$ cat config.mk
export PLATFORM = sky130hd
export DESIGN_NAME = bf16_accumulate
export DESIGN_NICKNAME = d
export VERILOG_FILES = /design/src/rtl/bf16_accumulate.sv
export SDC_FILE = /design/constraint.sdc
export NUM_CORES = 1
export LEC_CHECK = 0
export CAP_MARGIN = 20
export CORE_MARGIN = 8
export CORE_UTILIZATION = 34
export CTS_CLUSTER_DIAMETER = 40
export DETAILED_ROUTE_END_ITERATION = 7
export PLACE_DENSITY = 0.59
export SETUP_SLACK_MARGIN = 0.05
export SLEW_MARGIN = 20
export SYNTH_ARGS = -nofsm -noshare
export SYNTH_HDL_FRONTEND = slang
export SYNTH_SLANG_ARGS = --single-unit
$ cat constraint.sdc
create_clock -name clk -period 8.9 [get_ports clk]
set_input_delay 2.225 -clock clk [delete_from_list [all_inputs] [get_ports clk]]
set_output_delay 2.225 -clock clk [all_outputs]
set_load 0.01 [all_outputs]
$ cat src/rtl/bf16_accumulate.sv
// Accumulates N_TERMS bfloat16 products through an align/add/normalize FSM and emits the sum.
// Define BF16_ACC_RNE_EN for round-to-nearest-even; the default build truncates.
module bf16_accumulate #(
   parameter int N_TERMS = 9
) (
   input  logic        clk,
   input  logic        reset,
   input  logic        clear,
   input  logic [15:0] in_data,
   input  logic        in_valid,
   output logic        in_ready,
   output logic [15:0] out,
   output logic        out_valid
);

   // state | meaning
   // IDLE  | waiting for a product, in_ready high
   // ALIGN | align accumulator and operand mantissas, classify specials
   // ADD   | signed-magnitude add/subtract of the aligned mantissas
   // NORM  | normalize, round, write accumulator or emit the window
   typedef enum logic [1:0] {IDLE, ALIGN, ADD, NORM} state_t;

   localparam int CW = $clog2(N_TERMS + 1);
   localparam logic [CW-1:0] N_LAST = CW'(N_TERMS - 1);

   state_t          state;
   logic [15:0]     acc;
   logic [15:0]     op;
   logic [CW-1:0]   cnt;
   logic [10:0]     ma, mb;
   logic            sa, sb;
   logic [7:0]      exp_max;
   logic            spec_nan, spec_inf, spec_sign;
   logic [11:0]     sum;
   logic            sum_sign;

   // Right shift with every bit pushed past the LSB folded into the sticky position.
   function automatic logic [10:0] shift_sticky(input logic [10:0] m, input logic [7:0] d);
      logic [21:0] w;
      if (d >= 8'd11) begin
         shift_sticky = {10'd0, |m};
      end else begin
         w = {m, 11'd0} >> d;
         shift_sticky = {w[21:12], w[11] | (|w[10:0])};
      end
   endfunction

   logic [7:0]  a_exp, o_exp, e_big;
   logic [10:0] m_a, m_o, al_a, al_o;
   logic        a_inf, o_inf, a_nan, o_nan;
   logic        c_nan, c_inf, c_inf_sign;

   always_comb begin
      a_exp = acc[14:7];
      o_exp = op[14:7];
      m_a   = (a_exp == 8'd0) ? 11'd0 : {1'b1, acc[6:0], 3'b000};
      m_o   = (o_exp == 8'd0) ? 11'd0 : {1'b1, op[6:0], 3'b000};
      a_inf = (a_exp == 8'hFF) && (acc[6:0] == 7'd0);
      o_inf = (o_exp == 8'hFF) && (op[6:0] == 7'd0);
      a_nan = (a_exp == 8'hFF) && (acc[6:0] != 7'd0);
      o_nan = (o_exp == 8'hFF) && (op[6:0] != 7'd0);
      c_nan = a_nan | o_nan | (a_inf & o_inf & (acc[15] != op[15]));
      c_inf = a_inf | o_inf;
      c_inf_sign = a_inf ? acc[15] : op[15];
      if (a_exp >= o_exp) begin
         e_big = a_exp;
         al_a  = m_a;
         al_o  = shift_sticky(m_o, a_exp - o_exp);
      end else begin
         e_big = o_exp;
         al_a  = shift_sticky(m_a, o_exp - a_exp);
         al_o  = m_o;
      end
   end

   logic [11:0] sum_c;
   logic        sum_sign_c;

   always_comb begin
      sum_c      = 12'd0;
      sum_sign_c = sa;
      if (sa == sb) begin
         sum_c = {1'b0, ma} + {1'b0, mb};
      end else if (ma >= mb) begin
         sum_c = {1'b0, ma} - {1'b0, mb};
      end else begin
         sum_c      = {1'b0, mb} - {1'b0, ma};
         sum_sign_c = sb;
      end
   end

   logic [3:0]  lz;
   logic [10:0] m_n;
   logic [9:0]  e_n, e_r;
   logic [7:0]  mant;
   logic [15:0] res;

   always_comb begin
      lz = 4'd11;
      for (int i = 0; i < 11; i++) begin
         if (sum[i]) lz = 4'(10 - i);
      end
      if (sum[11]) begin
         m_n = {sum[11:2], sum[1] | sum[0]};
         e_n = {2'b00, exp_max} + 10'd1;
      end else begin
         m_n = sum[10:0] << lz;
         e_n = {2'b00, exp_max} - {6'd0, lz};
      end
   end

`ifdef BF16_ACC_RNE_EN
   logic       rnd;
   logic [8:0] m_r;

   always_comb begin
      rnd = m_n[2] & (m_n[1] | m_n[0] | m_n[3]);
      m_r = {1'b0, m_n[10:3]} + {8'd0, rnd};
      if (m_r[8]) begin
         mant = m_r[8:1];
         e_r  = e_n + 10'd1;
      end else begin
         mant = m_r[7:0];
         e_r  = e_n;
      end
   end
`else
   logic unused_grs;

   always_comb begin
      mant = m_n[10:3];
      e_r  = e_n;
   end
   assign unused_grs = ^m_n[2:0] ^ mant[7];
`endif

   // e_r is two's complement: bit 9 marks an exponent that fell below zero.
   always_comb begin
      if (spec_nan)
         res = 16'h7FC0;
      else if (spec_inf)
         res = {spec_sign, 8'hFF, 7'd0};
      else if (sum == 12'd0)
         res = 16'h0000;
      else if (e_r[9] || (e_r == 10'd0))
         res = 16'h0000;
      else if (e_r >= 10'd255)
         res = {sum_sign, 8'hFF, 7'd0};
      else
         res = {sum_sign, e_r[7:0], mant[6:0]};
   end

   always_ff @(posedge clk or posedge reset) begin
      if (reset) begin
         state     <= IDLE;
         in_ready  <= 1'b1;
         out       <= 16'h0000;
         out_valid <= 1'b0;
         acc       <= 16'h0000;
         op        <= 16'h0000;
         cnt       <= '0;
         ma        <= 11'd0;
         mb        <= 11'd0;
         sa        <= 1'b0;
         sb        <= 1'b0;
         exp_max   <= 8'd0;
         spec_nan  <= 1'b0;
         spec_inf  <= 1'b0;
         spec_sign <= 1'b0;
         sum       <= 12'd0;
         sum_sign  <= 1'b0;
      end else begin
         out_valid <= 1'b0;
         if (clear) begin
            state    <= IDLE;
            in_ready <= 1'b1;
            acc      <= 16'h0000;
            cnt      <= '0;
         end else begin
            case (state)
               IDLE: begin
                  if (in_valid) begin
                     op       <= in_data;
                     state    <= ALIGN;
                     in_ready <= 1'b0;
                  end
               end
               ALIGN: begin
                  ma        <= al_a;
                  mb        <= al_o;
                  sa        <= acc[15];
                  sb        <= op[15];
                  exp_max   <= e_big;
                  spec_nan  <= c_nan;
                  spec_inf  <= c_inf;
                  spec_sign <= c_inf_sign;
                  state     <= ADD;
               end
               ADD: begin
                  sum      <= sum_c;
                  sum_sign <= sum_sign_c;
                  state    <= NORM;
               end
               NORM: begin
                  if (cnt == N_LAST) begin
                     out       <= res;
                     out_valid <= 1'b1;
                     acc       <= 16'h0000;
                     cnt       <= '0;
                  end else begin
                     acc <= res;
                     cnt <= cnt + 1'b1;
                  end
                  state    <= IDLE;
                  in_ready <= 1'b1;
               end
               default: begin
                  state    <= IDLE;
                  in_ready <= 1'b1;
               end
            endcase
         end
      end
   end

endmodule

==> results.py <==
metrics = {
    "run_status": {
        "status": "finished, final reports clean",
    },
    "sta": {
        "period_needed_ps": 4630,
        "hold_ws_ps": 475,
        "rsz0062_at_grt": "no",
        "fmax_ghz": 0.216,
        "skew_ps": 7.42,
        "setup_slack_ps": 4270,
        "post-route-period-util_pct": 52.0,
        "slew_viol_final": 0,
        "tightest_slew_ps": 1060,
        "setup_tns_ps": 0,
        "hold_violations": 0,
        "finalSetupViolCount": 0,
        "max_slew_margin_pct": 28.9,
    },
    "finish": {
        "multiInputGateArea_mm2": 0.00550,
        "utilization_pct": 38.1,
        "antenna_cells": 0,
        "fill_cells": 2667,
        "drive_above_1_share_pct": 6.80,
        "syn2layout_area_growth_pct": 10.3,
        "stdcell_count": 1389,
        "ff_latch_area_mm2": 0.00260,
        "design_area_mm2": 0.00956,
        "nets": 1141,
    },
    "routing": {
        "wl_met2_mm": 10.9,
        "vias": 7831,
        "routed_via_density": 5.64,
        "drtAntennaViolNets": 0,
        "wl_per_cell_um": 17.4,
        "wl_met3_mm": 1.10,
        "drc": 0,
        "dr.pass1.iters": 5,
        "m1WireLength_mm": 11.6,
        "drt_wl_total_mm": 24.2,
        "maxUsedRoutingLayer": "met4",
        "drt_iter0_drc": 614,
    },
    "grt": {
        "antenna_found_initial": 0,
        "grt_pass1_wl_mm": 39.9,
        "grt_pass1_vias": 7532,
        "grt_start_max_net_pins": 65,
        "gr-usage-all-layers_pct": 15.7,
        "grt-ovfl-total": 0,
    },
    "logic_synthesis": {
        "yosysWarningCount": 0,
        "syn-cell-area_mm2": 0.00866,
        "async_flop_share_pct": 100,
        "synth_seq_cells": 104,
        "synthFlopType": "dfrtp_1",
        "synthCells": 1061,
        "synth_edf_count": 0,
        "synth_cell_type_count": 76,
        "synth_nets": 1147,
        "ys_seq_area_share_pct": 30.1,
        "syn-mean-instance-area_um2": 8.17,
    },
    "cts": {
        "root_buffer": "clkbuf_16",
        "cts_buffers": 9,
        "cts_sinks": 104,
        "hold_buffers": 0,
        "cts_max_path_buffers": 2,
        "cts-htree-levels": 3,
        "clkSlewWorstSetupHoldPaths_ps": 70,
        "clock_latency_ps": 350,
        "postCtsSetupRepairBufs": 0,
        "ctsResizeCount": 0,
        "cts_tree": "built",
    },
    "setup_path": {
        "crit_chain": "or2_2 > a21boi_0 > o31a_1 > clkinv_1 > ha_1 > nor2b_1 > o21ai_0 > a21o_1 > a32oi_1 > xor2_1 > a41oi_1 > nand3_1 > o31ai_1",
        "crit_required_ps": 9150,
        "slowest_stage": "nand3_1",
        "crit_buf_inv": 1,
        "crit_fanout": 12,
        "cpLargestDelayFamily": "compound AO/OA/AOI/OAI gates",
        "crit_arrival_ps": 4880,
        "critPathKind": "flip-flop to flip-flop",
        "cpPeakStageDelay_ps": 500,
        "worstSetupStartpointType": "flip-flop",
        "setup.worst_path.end_class": "flip-flop",
    },
    "die": {
        "start_util_pct": 34.5,
        "coreArea_mm2": 0.0251,
        "dieHeight_um": 176,
        "dieArea_mm2": 0.0308,
        "rows": 58,
        "num_io_pins": 38,
        "die_w_um": 176,
    },
    "power_and_ir_drop": {
        "p_int_mw": 1.71,
        "p_leak_nw": 3.92,
        "sw_frac_of_total_pct": 52.4,
        "p_per_area_mw_per_mm2": 377,
        "finalPower_mw": 3.60,
        "peakVddDrop_mv": 0.241,
        "p_comb_share_pct": 65.9,
        "seqPwrFrac_pct": 22.9,
        "power_frac_clock_pct": 11.2,
        "switching_power_mw": 1.89,
    },
    "place": {
        "hpwl_mm": 18.6,
        "dpl_cell_area_mm2": 0.00926,
        "finalWeightedCongestion": 0.916,
        "io_buffers": 37,
        "post-place-ws_ps": 3990,
        "dp_cells": 1374,
    },
    "worst_hold_path": {
        "hold_path.class": "flip-flop to flip-flop",
    },
    "job": {
        "maxCapViolCount": 0,
    },
}
-- path summary, 6_finish.rpt --
kind	from	depth (start not counted)	slack, ps	to
setup / recovery	sum[2]	13	4270	acc[1]
hold / removal	out[5]	2	480	out[5]
setup reg to reg	sum[2]	13	4270	acc[1]
hold reg to reg	out[5]	2	480	out[5]
max in group asynchronous	reset	3	5420	acc[3]
min in group asynchronous	reset	2	2260	state[0]
-- final cells by class --
class	count	share of cell area (%)
well taps	330	4.32
inverters	81	3.21
clock buffers	9	2.36
multi-input cells	813	57.6
clock inverters	6	0.733
repair buffers	46	4.58
flip-flops and latches	104	27.2
-- cells in the mapped netlist, drive strengths merged (4+ instances only) --
| master | count | share of area (%) |
|---|---|---|
| a211oi | 17 | 1.5 |
| nor4 | 12 | 0.94 |
| or3 | 11 | 0.79 |
| nor2 | 78 | 3.4 |
| nand2b | 16 | 1.2 |
| or4 | 4 | 0.35 |
| xnor2 | 15 | 1.5 |
| or2 | 6 | 0.43 |
| mux2 | 26 | 3.4 |
| fa | 6 | 1.4 |
| nor2b | 14 | 1.0 |
| nand4 | 15 | 1.1 |
| a21oi | 91 | 5.5 |
| o41ai | 7 | 0.79 |
| nor3 | 31 | 1.8 |
| clkbuf | 53 | 2.3 |
| a21o | 6 | 0.52 |
| o211ai | 11 | 0.95 |
| inv | 79 | 3.4 |
| o21a | 8 | 0.69 |
| ha | 60 | 8.7 |
| nand3 | 20 | 1.2 |
| o31ai | 21 | 1.9 |
| a2111oi | 5 | 0.51 |
| o22ai | 4 | 0.29 |
| mux2i | 29 | 3.4 |
| and3 | 5 | 0.36 |
| a41oi | 5 | 0.51 |
| xor2 | 10 | 1.0 |
| buf | 10 | 0.64 |
| nand2 | 99 | 4.3 |
| a22oi | 18 | 1.6 |
| a22o | 16 | 1.6 |
| dfrtp | 103 | 30 |
| a31oi | 15 | 1.1 |
| o311ai | 5 | 0.51 |
| a221oi | 4 | 0.40 |
| o21ai | 83 | 4.8 |
-- layout by cell type, fill, tap and decap left out, types with 6 or more instances in the layout --
cell / Yosys / layout
a22o_1: 16 / 16
nand3_1: 20 / 20
o21ai_0: 74 / 74
o21ai_1: 8 / 8
nand2_1: 99 / 99
fa_1: 6 / 6
xnor2_1: 15 / 15
a22oi_1: 18 / 18
o31ai_1: 20 / 20
xor2_1: 10 / 10
clkbuf_16: 0 / 9
o41ai_1: 6 / 6
ha_1: 60 / 60
dfrtp_1: 103 / 103
or2_2: 6 / 6
nor2_1: 78 / 78
nor2b_1: 14 / 14
buf_4: 0 / 9
a21oi_1: 88 / 88
nor4_1: 11 / 11
a21o_1: 6 / 6
mux2_2: 26 / 26
mux2i_1: 29 / 29
a31oi_1: 15 / 15
nor3_1: 31 / 31
or3_1: 11 / 11
inv_1: 78 / 77
o211ai_1: 11 / 11
clkdlybuf4s50_1: 0 / 37
o21a_1: 8 / 8
a211oi_1: 16 / 16
nand2b_1: 16 / 16
nand4_1: 15 / 15
-- power by group through the flow --
| stage | registers, mW | logic [mW] | clock network (mW) |
|---|---|---|---|
| finish | 0.824 | 2.37 | 0.405 |
| global route | 0.847 | 2.64 | 0.438 |
| CTS | 0.817 | 2.34 | 0.420 |
| detailed placement | 0.826 | 2.33 | 0 |
| global placement | 0.821 | 2.32 | 0 |
| floorplan | 0.716 | 1.86 | 0 |
-- metal layers --
| metal | track usage, % | vias up |
|---|---|---|
| met5 | 0 | - |
| met4 | 5.26 | 0 |
| met3 | 2.92 | 39 |
| met2 | 24.7 | 198 |
| met1 | 21.1 | 3758 |
| li1 | - | 3836 |
-- logic make-up (layout without fill, tap and decap cells) --
logic type / after synthesis / after routing / share of synthesized area (%)
AO/OA/AOI/OAI: 345 / 345 / 26.1
AND/OR/NAND/NOR: 320 / 320 / 17.6
buffers and inverters: 144 / 142 / 6.44
flip-flops: 104 / 104 / 30.1
adder cells (fa/ha/maj): 66 / 66 / 10.1
multiplexers: 57 / 57 / 7.25
XOR/XNOR: 25 / 25 / 2.53
-- flip-flops by register name (all words and copies together), names as in the netlist, 2 cells and up --
register	cells
cnt	4
acc	16
mb	11
exp_max	8
ma	11
out	16
op	16
sum	12
state	2
-- worst reg2reg max path, cell delays in order, from the launching register on --
cell	delay [ps]
dfrtp_1	470
or2_2	340
a21boi_0	310
o31a_1	410
clkinv_1	310
ha_1	340
nor2b_1	120
o21ai_0	300
a21o_1	260
a32oi_1	130
xor2_1	230
a41oi_1	420
nand3_1	500
o31ai_1	380
(Power assumes the default switching activity.)
